==> src/rtl/uart_tx_param.sv <==
// Buffered UART transmitter with run-time frame format (divisor, 5-8 data bits,
// parity, 1/2 stop bits). Bytes queue in a small FIFO and are sent LSB first.
module uart_tx_param #(
  parameter int unsigned DIV_W      = 16,
  parameter int unsigned FIFO_DEPTH = 4
) (
  input  logic                        clock,
  input  logic                        reset,
  input  logic [DIV_W-1:0]            baud_div,
  input  logic [1:0]                  data_bits_sel,
  input  logic [1:0]                  parity_mode,
  input  logic                        two_stop,
  input  logic                        in_valid,
  input  logic [7:0]                  in_data,
  output logic                        in_ready,
  output logic [$clog2(FIFO_DEPTH):0] fifo_count,
  output logic                        Tx_Serial,
  output logic                        Tx_Active,
  output logic                        Tx_Done
);

  localparam int unsigned AddrW = $clog2(FIFO_DEPTH);
  localparam int unsigned CntW  = AddrW + 1;
  localparam logic [CntW-1:0]  DepthC = CntW'(FIFO_DEPTH);
  localparam logic [DIV_W-1:0] MinDiv = DIV_W'(2);

  typedef enum logic [2:0] {StIdle, StStart, StData, StParity, StStop} state_e;

  // FIFO storage and bookkeeping
  logic [7:0]       mem_q [FIFO_DEPTH];
  logic [AddrW-1:0] wr_ptr_q, rd_ptr_q;
  logic [CntW-1:0]  count_q;
  logic             push, pop;

  // Frame state
  state_e           state_q, state_d;
  logic [DIV_W-1:0] cnt_q, cnt_d;
  logic [DIV_W-1:0] div_q, div_d;
  logic [2:0]       bit_idx_q, bit_idx_d;
  logic [7:0]       shift_q, shift_d;
  logic [1:0]       nsel_q, nsel_d;
  logic [1:0]       pmode_q, pmode_d;
  logic             two_stop_q, two_stop_d;
  logic             stop_idx_q, stop_idx_d;
  logic             par_q, par_d;
  logic             tx_q, tx_d;
  logic             done_q, done_d;

  logic             bit_end;
  logic             par_en;
  logic             par_odd;
  logic [2:0]       last_idx;

  assign in_ready   = count_q < DepthC;
  assign fifo_count = count_q;
  assign push       = in_valid && in_ready;
  assign pop        = (state_q == StIdle) && (count_q != '0);

  always_ff @(posedge clock) begin
    if (reset) begin
      wr_ptr_q <= '0;
      rd_ptr_q <= '0;
      count_q  <= '0;
    end else begin
      if (push) wr_ptr_q <= wr_ptr_q + 1'b1;
      if (pop)  rd_ptr_q <= rd_ptr_q + 1'b1;
      case ({push, pop})
        2'b10:   count_q <= count_q + 1'b1;
        2'b01:   count_q <= count_q - 1'b1;
        default: ;
      endcase
    end
  end

  // Contents need no reset: pointers and count define validity.
  always_ff @(posedge clock) begin
    if (push) mem_q[wr_ptr_q] <= in_data;
  end

  assign bit_end  = (cnt_q == (div_q - 1'b1));
  assign par_en   = (pmode_q == 2'b01) || (pmode_q == 2'b10);
  assign par_odd  = (pmode_q == 2'b10);
  assign last_idx = 3'd4 + {1'b0, nsel_q};

  always_comb begin
    state_d    = state_q;
    cnt_d      = cnt_q;
    div_d      = div_q;
    bit_idx_d  = bit_idx_q;
    shift_d    = shift_q;
    nsel_d     = nsel_q;
    pmode_d    = pmode_q;
    two_stop_d = two_stop_q;
    stop_idx_d = stop_idx_q;
    par_d      = par_q;
    tx_d       = tx_q;
    done_d     = 1'b0;

    if (state_q != StIdle) begin
      cnt_d = bit_end ? '0 : cnt_q + 1'b1;
    end

    unique case (state_q)
      StIdle: begin
        tx_d = 1'b1;
        if (pop) begin
          state_d    = StStart;
          tx_d       = 1'b0;
          cnt_d      = '0;
          bit_idx_d  = '0;
          stop_idx_d = 1'b0;
          par_d      = 1'b0;
          shift_d    = mem_q[rd_ptr_q];
          // Divisors 0 and 1 cannot form a bit period; clamp to 2.
          div_d      = (baud_div < MinDiv) ? MinDiv : baud_div;
          nsel_d     = data_bits_sel;
          pmode_d    = parity_mode;
          two_stop_d = two_stop;
        end
      end
      StStart: begin
        if (bit_end) begin
          state_d = StData;
          tx_d    = shift_q[0];
        end
      end
      StData: begin
        if (bit_end) begin
          par_d   = par_q ^ shift_q[0];
          shift_d = {1'b0, shift_q[7:1]};
          if (bit_idx_q == last_idx) begin
            if (par_en) begin
              state_d = StParity;
              tx_d    = par_q ^ shift_q[0] ^ par_odd;
            end else begin
              state_d    = StStop;
              tx_d       = 1'b1;
              stop_idx_d = 1'b0;
            end
          end else begin
            bit_idx_d = bit_idx_q + 1'b1;
            tx_d      = shift_q[1];
          end
        end
      end
      StParity: begin
        if (bit_end) begin
          state_d    = StStop;
          tx_d       = 1'b1;
          stop_idx_d = 1'b0;
        end
      end
      StStop: begin
        tx_d = 1'b1;
        if (bit_end) begin
          if (two_stop_q && !stop_idx_q) begin
            stop_idx_d = 1'b1;
          end else begin
            state_d = StIdle;
            done_d  = 1'b1;
          end
        end
      end
      default: begin
        state_d = StIdle;
        tx_d    = 1'b1;
      end
    endcase
  end

  always_ff @(posedge clock) begin
    if (reset) begin
      state_q    <= StIdle;
      cnt_q      <= '0;
      div_q      <= MinDiv;
      bit_idx_q  <= '0;
      shift_q    <= '0;
      nsel_q     <= '0;
      pmode_q    <= '0;
      two_stop_q <= 1'b0;
      stop_idx_q <= 1'b0;
      par_q      <= 1'b0;
      tx_q       <= 1'b1;
      done_q     <= 1'b0;
    end else begin
      state_q    <= state_d;
      cnt_q      <= cnt_d;
      div_q      <= div_d;
      bit_idx_q  <= bit_idx_d;
      shift_q    <= shift_d;
      nsel_q     <= nsel_d;
      pmode_q    <= pmode_d;
      two_stop_q <= two_stop_d;
      stop_idx_q <= stop_idx_d;
      par_q      <= par_d;
      tx_q       <= tx_d;
      done_q     <= done_d;
    end
  end

  assign Tx_Serial = tx_q;
  assign Tx_Active = (state_q != StIdle);
  assign Tx_Done   = done_q;

endmodule

==> config.mk <==
export PLATFORM = sky130hd
export DESIGN_NAME = uart_tx_param
export DESIGN_NICKNAME = d
export VERILOG_FILES = /design/src/rtl/uart_tx_param.sv
export SDC_FILE = /design/constraint.sdc
export NUM_CORES = 1
export LEC_CHECK = 0
export CAP_MARGIN = 40
export CELL_PAD_IN_SITES_DETAIL_PLACEMENT = 1
export CELL_PAD_IN_SITES_GLOBAL_PLACEMENT = 1
export CORE_MARGIN = 2
export CORE_UTILIZATION = 49
export CTS_CLUSTER_SIZE = 30
export DETAILED_ROUTE_END_ITERATION = 12
export PLACE_DENSITY_LB_ADDON = 0.08
export SETUP_SLACK_MARGIN = 0.2
export SLEW_MARGIN = 15
export SYNTH_ARGS = -nofsm -noshare
export SYNTH_HDL_FRONTEND = slang
export SYNTH_SLANG_ARGS = --single-unit
==> constraint.sdc <==
create_clock -name clock -period 9.3 [get_ports clock]
set_clock_uncertainty 0.1 [all_clocks]
set_input_delay 0.93 -clock clock [delete_from_list [all_inputs] [get_ports clock]]
set_output_delay 0.93 -clock clock [all_outputs]
set_load 0.01 [all_outputs]
# After elaboration in Yosys (flattened, before gate mapping)
# Memory sizes are Yosys's and may differ from the RTL's. A register that Yosys moved wholly into a read port is not among the register bits.
# Index checks and enable logic that the tools add are counted.
op_classes:
  eq_ne: 20
  magnitude_cmp: 2
  bitwise_logic: 4
  n_addsub: 8
  mux: 44
  n_reduce_logical: 18
ops:
  columns: ["op", "n"]
  rows:
  - ["two-way mux 16 bit", 5]
  - ["two-way mux 3 bit", 11]
  - ["!= test 2 bit, second input constant", 10]
  - ["two-way mux 1 bit", 17]
  - ["adder 16 x 1 -> 16 bit, second input constant", 1]
  - ["equality test 16 bit", 1]
  - ["< comparator 16 x 2 -> 1 bit, second input constant", 1]
  - ["two-way mux 8 bit", 2]
  - ["case mux 8 bit (2 select lines)", 1]
  - ["subtractor 16 x 1 -> 16 bit, second input constant", 1]
  - ["case mux 3 bit (5 select lines)", 1]
  - ["case mux 3 bit (2 select lines)", 2]
  - ["case mux 1 bit (4 select lines)", 2]
  - ["AND reduction 8 bit", 1]
  - ["AND reduction 7 bit", 1]
  - ["adder 3 x 1 -> 3 bit, second input constant", 2]
  - ["equality test 3 x 2 -> 1 bit, second input constant", 2]
  - ["AND reduction 3 bit", 2]
  - ["nonzero test 3 bit", 2]
  - ["adder 2 x 1 -> 2 bit, second input constant", 2]
  - ["equality test 2 x 1 -> 1 bit, second input constant", 2]
  - ["equality test 2 bit, second input constant", 2]
  - ["two-way mux 2 bit", 2]
  - ["AND reduction 4 bit", 1]
  - ["17 further kinds", 22]
totals:
  n_memories: 1
  ramBits: 32
  inputBits: 32
  ff_bits: 62
memory_table:
  columns: ["memory", "words", "width", "read_ports", "rd_clocked_by_memory_dff", "write_ports", "line", "text"]
  rows:
  - ["mem_q", 4, 8, 1, 1, 1, "30", "logic [7:0] mem_q [FIFO_DEPTH];"]

# Depth between registers and ports, before layout
logic_depth:
  depth_word: 6
  mapped_depth: 11
  mapped_depth_nobuf: 9

# Worst setup path before layout
# OpenSTA, ideal clock, no wires.
synth_path:
  kind: "reg-to-reg"
  startpoint: "reg div_q[0]"
  endpoint: "reg par_q"
  setup_ns: 0.128
  path_slack_ns: 6.340
  n_path_buf: 2
  stages_incl_launch_ff: 12
  t_required_ns: 9.072
  t_arrival_ns: 2.732
  cell_sequence: "dfxtp_1 -> inv_1 -> ha_1 -> nor4b_4 -> nand4b_1 -> a22o_1 -> or4_1 -> or4b_1 -> buf_4 -> buf_6 -> o211ai_2 -> o211ai_1"
synth_between:
  elab_chain_len: 4
synth_lines:
  columns: ["element", "line", "text"]
  rows:
  - ["from (decl)", "38", "logic [DIV_W-1:0] div_q, div_d;"]
  - ["from (signal assigned)", "175", "div_q <= MinDiv;"]
  - ["from (signal assigned)", "188", "div_q <= div_d;"]
  - ["subtractor 16 x 1 -> 16 bit", "80", "assign bit_end = (cnt_q == (div_q - 1'b1));"]
  - ["equality test 16 bit", "80", null]
  - ["!= test 2 bit (no source line)", null, null]
  - ["AND reduction 3 bit (no source line)", null, null]
  - ["to (signal assigned)", "195", "par_q <= par_d;"]
  - ["to (decl)", "45", "logic par_q, par_d;"]
# Every way passes these cells.
# A chain may end at the register's enable or synchronous reset.

# Final worst setup path
layout_path:
  startpoint: "reg div_q[1]"
  endpoint: "reg cnt_q[15]"
layout_between:
  elab_chain_len: 6
layout_lines:
  columns: ["element", "line", "text"]
  rows:
  - ["subtractor 16 x 1 -> 16 bit (*)", "80", null]
  - ["equality test 16 bit (*)", "80", null]
  - ["two-way mux 16 bit (*)", "100", "cnt_d = bit_end ? '0 : cnt_q + 1'b1;"]
  - ["two-way mux 16 bit (*)", "99", "if (state_q != StIdle) begin"]
  - ["two-way mux 16 bit", "106", "if (pop) begin"]
  - ["two-way mux 16 bit (*)", "103", "unique case (state_q)"]
  - ["to (signal assigned)", "187", "cnt_q <= cnt_d;"]
  - ["to (decl)", "37", "logic [DIV_W-1:0] cnt_q, cnt_d;"]
# Mark *: on every way between the ends. The rest lies on a longest branch, timed or not.

==> impl_metrics.xml <==
<?xml version="1.0" encoding="UTF-8"?>
<metrics>
  <group name="run_status">
    <metric name="run_status" unit="">complete, no violations</metric>
  </group>
  <group name="sta">
    <metric name="timing_hold_violations_final" unit="">0</metric>
    <metric name="setup_violators_final" unit="">0</metric>
    <metric name="final_period_minus_worst_setup_slack" unit="ns">3.75</metric>
    <metric name="slew-limit-headroom" unit="%">45.5</metric>
    <metric name="final_min_period_over_clock_period" unit="%">40.3</metric>
    <metric name="total_negative_setup_slacks" unit="ns">0</metric>
    <metric name="worst_slack" unit="ns">5.55</metric>
    <metric name="rsz0062_at_grt" unit="">false</metric>
    <metric name="final-max-slew-violation-count" unit="">0</metric>
    <metric name="timing_worst_slew_pin_value" unit="ns">0.815</metric>
    <metric name="max_freq" unit="MHz">267</metric>
  </group>
  <group name="critical_path">
    <metric name="worst_path_largest_cell_delay" unit="ns">0.83</metric>
    <metric name="crit_path_cell_chain" unit="">inv_1, ha_1, nor4b_4, nand4b_1, a22o_1, or4_1, or4b_1, o21ai_2, nor2_1</metric>
    <metric name="timing.setup.critical_path_class" unit="">flip-flop to flip-flop</metric>
    <metric name="critPathSlowestCell" unit="">sky130_fd_sc_hd__or4b_1</metric>
    <metric name="cp-start-kind" unit="">flip-flop</metric>
    <metric name="worst_setup_path_end_kind" unit="">flip-flop</metric>
    <metric name="critPathMaxFanout" unit="">17</metric>
    <metric name="timing.critical_path.required" unit="ns">9.45</metric>
    <metric name="critPathArrivalTime" unit="ns">3.89</metric>
  </group>
  <group name="final_layout">
    <metric name="layout.cells.most_common_list" unit="">64 x sky130_fd_sc_hd__dfxtp_1, 62 x sky130_fd_sc_hd__nor2_1, 40 x sky130_fd_sc_hd__nand2_1, 38 x sky130_fd_sc_hd__clkdlybuf4s50_1, 32 x sky130_fd_sc_hd__edfxtp_1</metric>
    <metric name="area.growth.synth_to_final" unit="%">13.6</metric>
    <metric name="finalInstanceArea" unit="mm²">0.00540</metric>
    <metric name="antenna_fix_cells" unit="">0</metric>
    <metric name="finalCoreUtilization" unit="%">57.8</metric>
    <metric name="filler_cell_count" unit="">1041</metric>
    <metric name="layout.cells.most_common" unit="">sky130_fd_sc_hd__dfxtp_1</metric>
    <metric name="layout-drive-gt1-share" unit="%">8.27</metric>
    <metric name="final_net_count" unit="">545</metric>
  </group>
  <group name="cts">
    <metric name="cts.repair_timing.setup_buffer_count" unit="">0</metric>
    <metric name="max-clock-path-buffers" unit="">2</metric>
    <metric name="numCtsBuffers" unit="">9</metric>
    <metric name="tritoncts" unit="">done</metric>
    <metric name="cts_root_buffer" unit="">sky130_fd_sc_hd__clkbuf_8</metric>
    <metric name="ctsHoldBuffers" unit="">0</metric>
    <metric name="clk-insertion-delay-late" unit="ns">0.37</metric>
    <metric name="cts_max_level" unit="">3</metric>
    <metric name="clk_transition_reported_paths" unit="ns">0.10</metric>
    <metric name="cts.sink_count" unit="">96</metric>
    <metric name="cts.repair.resized" unit="">0</metric>
  </group>
  <group name="place">
    <metric name="pre_cts_slack" unit="ns">5.55</metric>
    <metric name="routabilityCongestion" unit="">0.869</metric>
    <metric name="dpl-instance-area" unit="mm²">0.00520</metric>
    <metric name="dp_hpwl" unit="mm">8.55</metric>
    <metric name="placement.io_buffers" unit="">38</metric>
  </group>
  <group name="grt">
    <metric name="grt_max_degree" unit="">51</metric>
    <metric name="grt_antenna_before_repair" unit="">0</metric>
    <metric name="global_route.usage.total" unit="%">23.9</metric>
    <metric name="overflow" unit="">0</metric>
    <metric name="grt_pass1_wl" unit="mm">19.2</metric>
    <metric name="grt_pass1_vias" unit="">3891</metric>
  </group>
  <group name="pwr">
    <metric name="power.internal" unit="µW">888</metric>
    <metric name="power_frac_seq" unit="%">41.3</metric>
    <metric name="power.static_leakage" unit="nW">1.96</metric>
    <metric name="total_switching_power" unit="µW">613</metric>
    <metric name="switching_share" unit="%">40.9</metric>
    <metric name="power_frac_comb" unit="%">40.7</metric>
    <metric name="vdd_ir_drop_max" unit="mV">0.119</metric>
    <metric name="power_per_cell_area" unit="mW/mm²">278</metric>
    <metric name="power.clock.fraction" unit="%">17.9</metric>
  </group>
  <group name="floorplan">
    <metric name="floorplan.initialDensity" unit="%">50.9</metric>
    <metric name="rows" unit="">35</metric>
    <metric name="dieHeight" unit="µm">102</metric>
    <metric name="fp.dieArea" unit="mm²">0.0105</metric>
    <metric name="die-width" unit="µm">102</metric>
    <metric name="ioPinCount" unit="">39</metric>
    <metric name="core_area" unit="mm²">0.00933</metric>
  </group>
  <group name="drt">
    <metric name="drt_wl_total" unit="mm">11.5</metric>
    <metric name="post-route-drc-count" unit="">0</metric>
    <metric name="detailedRoute.firstIterationViolations" unit="">182</metric>
    <metric name="drt_first_pass_iters" unit="">4</metric>
    <metric name="drt-vias-per-instance" unit="">5.78</metric>
    <metric name="drt.antenna.violating_nets" unit="">0</metric>
    <metric name="routed_wire_length_per_instance" unit="µm">18.1</metric>
    <metric name="dr_total_vias" unit="">3683</metric>
  </group>
  <group name="synth">
    <metric name="synth_edf_count" unit="">32</metric>
    <metric name="ys_seq_elements" unit="">96</metric>
    <metric name="synth.lib_cells_used.distinct" unit="">63</metric>
    <metric name="synth.net_count" unit="">517</metric>
    <metric name="synthFlopType" unit="">sky130_fd_sc_hd__dfxtp_1</metric>
    <metric name="avgSynthCellArea" unit="µm²">10.0</metric>
    <metric name="netlist_area" unit="mm²">0.00475</metric>
    <metric name="async_flop_share" unit="%">0</metric>
    <metric name="yosys_warnings" unit="">0</metric>
    <metric name="syn_inst" unit="">475</metric>
    <metric name="yosysSeqAreaShare" unit="%">47.2</metric>
  </group>
  <group name="hold_path">
    <metric name="hold_path_class" unit="">flip-flop to flip-flop</metric>
  </group>
  <group name="job">
    <metric name="max_cap_violations" unit="">0</metric>
  </group>
</metrics>
[cell families (layout without fill, tap and decap cells)]
family          Yosys count  after routing  synth area share [%]
xor+xnor                 36             36                  6.64
mux                      18             18                  5.90
flops                    96             96                  47.2
fa+ha+maj                10             10                  2.79
simple gates            202            202                  22.6
compound gates           72             72                  11.0
buf+inv                  41             74                  3.87
[sequential cells by signal, summed over array words and instances, names as in the netlist, 3 cells and up, named ones only]
name / count
shift_q: 8
fifo_count: 3
bit_idx_q: 3
mem_q: 32
state_q: 3
div_q: 16
cnt_q: 16
[cell type report]
type / instances / area (µm²) / area share [%]
well taps: 129 / 161 / 2.99
inverters: 15 / 56.3 / 1.04
clock inverters: 7 / 67.6 / 1.25
repair buffers: 43 / 422 / 7.82
multi-input cells: 338 / 2320 / 43.0
clock buffers: 9 / 124 / 2.30
flip-flops and latches: 96 / 2240 / 41.6
[final timing paths]
check,startpoint,end,slack (ns),depth (start not counted)
setup / recovery,div_q[1]$_SDFFE_PP1P_,cnt_q[15]$_SDFF_PP0_,5.55,9
hold / removal,pmode_q[1]$_SDFFE_PP0P_,pmode_q[1]$_SDFFE_PP0P_,0.37,2
setup reg to reg,div_q[1]$_SDFFE_PP1P_,cnt_q[15]$_SDFF_PP0_,5.55,9
hold reg to reg,pmode_q[1]$_SDFFE_PP0P_,pmode_q[1]$_SDFFE_PP0P_,0.37,2
[synth_stat cells, types with 8 or more instances]
cell                       instances  area (µm²)
sky130_fd_sc_hd__nand2_1          40         150
sky130_fd_sc_hd__a22o_1           12         105
sky130_fd_sc_hd__nor4_1            8        50.1
sky130_fd_sc_hd__nand2b_1         14        87.6
sky130_fd_sc_hd__mux4_2            8         180
sky130_fd_sc_hd__edfxtp_1         32         961
sky130_fd_sc_hd__nor2_1           62         233
sky130_fd_sc_hd__dfxtp_1          64        1280
sky130_fd_sc_hd__nand4_1           9        56.3
sky130_fd_sc_hd__nand3_1          16        80.1
sky130_fd_sc_hd__clkbuf_1         15        56.3
sky130_fd_sc_hd__ha_1              9         113
sky130_fd_sc_hd__inv_1            14        52.6
sky130_fd_sc_hd__mux2i_1          10         100
sky130_fd_sc_hd__xnor2_1          16         140
sky130_fd_sc_hd__o21ai_0          12        60.1
sky130_fd_sc_hd__a21oi_1          16        80.1
sky130_fd_sc_hd__or3_1            10        62.6
sky130_fd_sc_hd__xor2_1           20         175
[power groups by stage]
stage	clock [mW]	sequential, mW	combinational, mW
global route	0.292	0.634	0.683
detailed placement	0	0.629	0.610
global placement	0	0.622	0.586
floorplan	0	0.577	0.472
CTS	0.276	0.620	0.616
finish	0.269	0.621	0.612
[metrics by stage]
| step | hold slack, ns | power [mW] | cells |
|---|---|---|---|
| floorplan | 0.336 | 1.05 | 475 |
| global placement | 0.348 | 1.21 | 620 |
| detailed placement | 0.361 | 1.24 | 621 |
| CTS | 0.377 | 1.51 | 637 |
| global route | 0.396 | 1.61 | 637 |
| finish | 0.371 | 1.50 | 637 |
[worst max-delay path, delay by kind of cell (launching register included)]
family	cells	cell delay [ns]
buf+inv	1	0.11
fa+ha+maj	1	0.30
simple gates	5	2.01
compound gates	2	0.75
flops	1	0.36
[layer usage]
layer	vias to the layer above	GRT usage [%]	part of all wire [%]	wire length, µm
met1	1830	32.7	46	5340
met4	0	8.51	1.4	167
met5	-	0	0	0
met2	70	38.8	48	5550
li1	1770	-	-	-
met3	13	3.56	4.0	464
(Power assumes the default switching activity.)
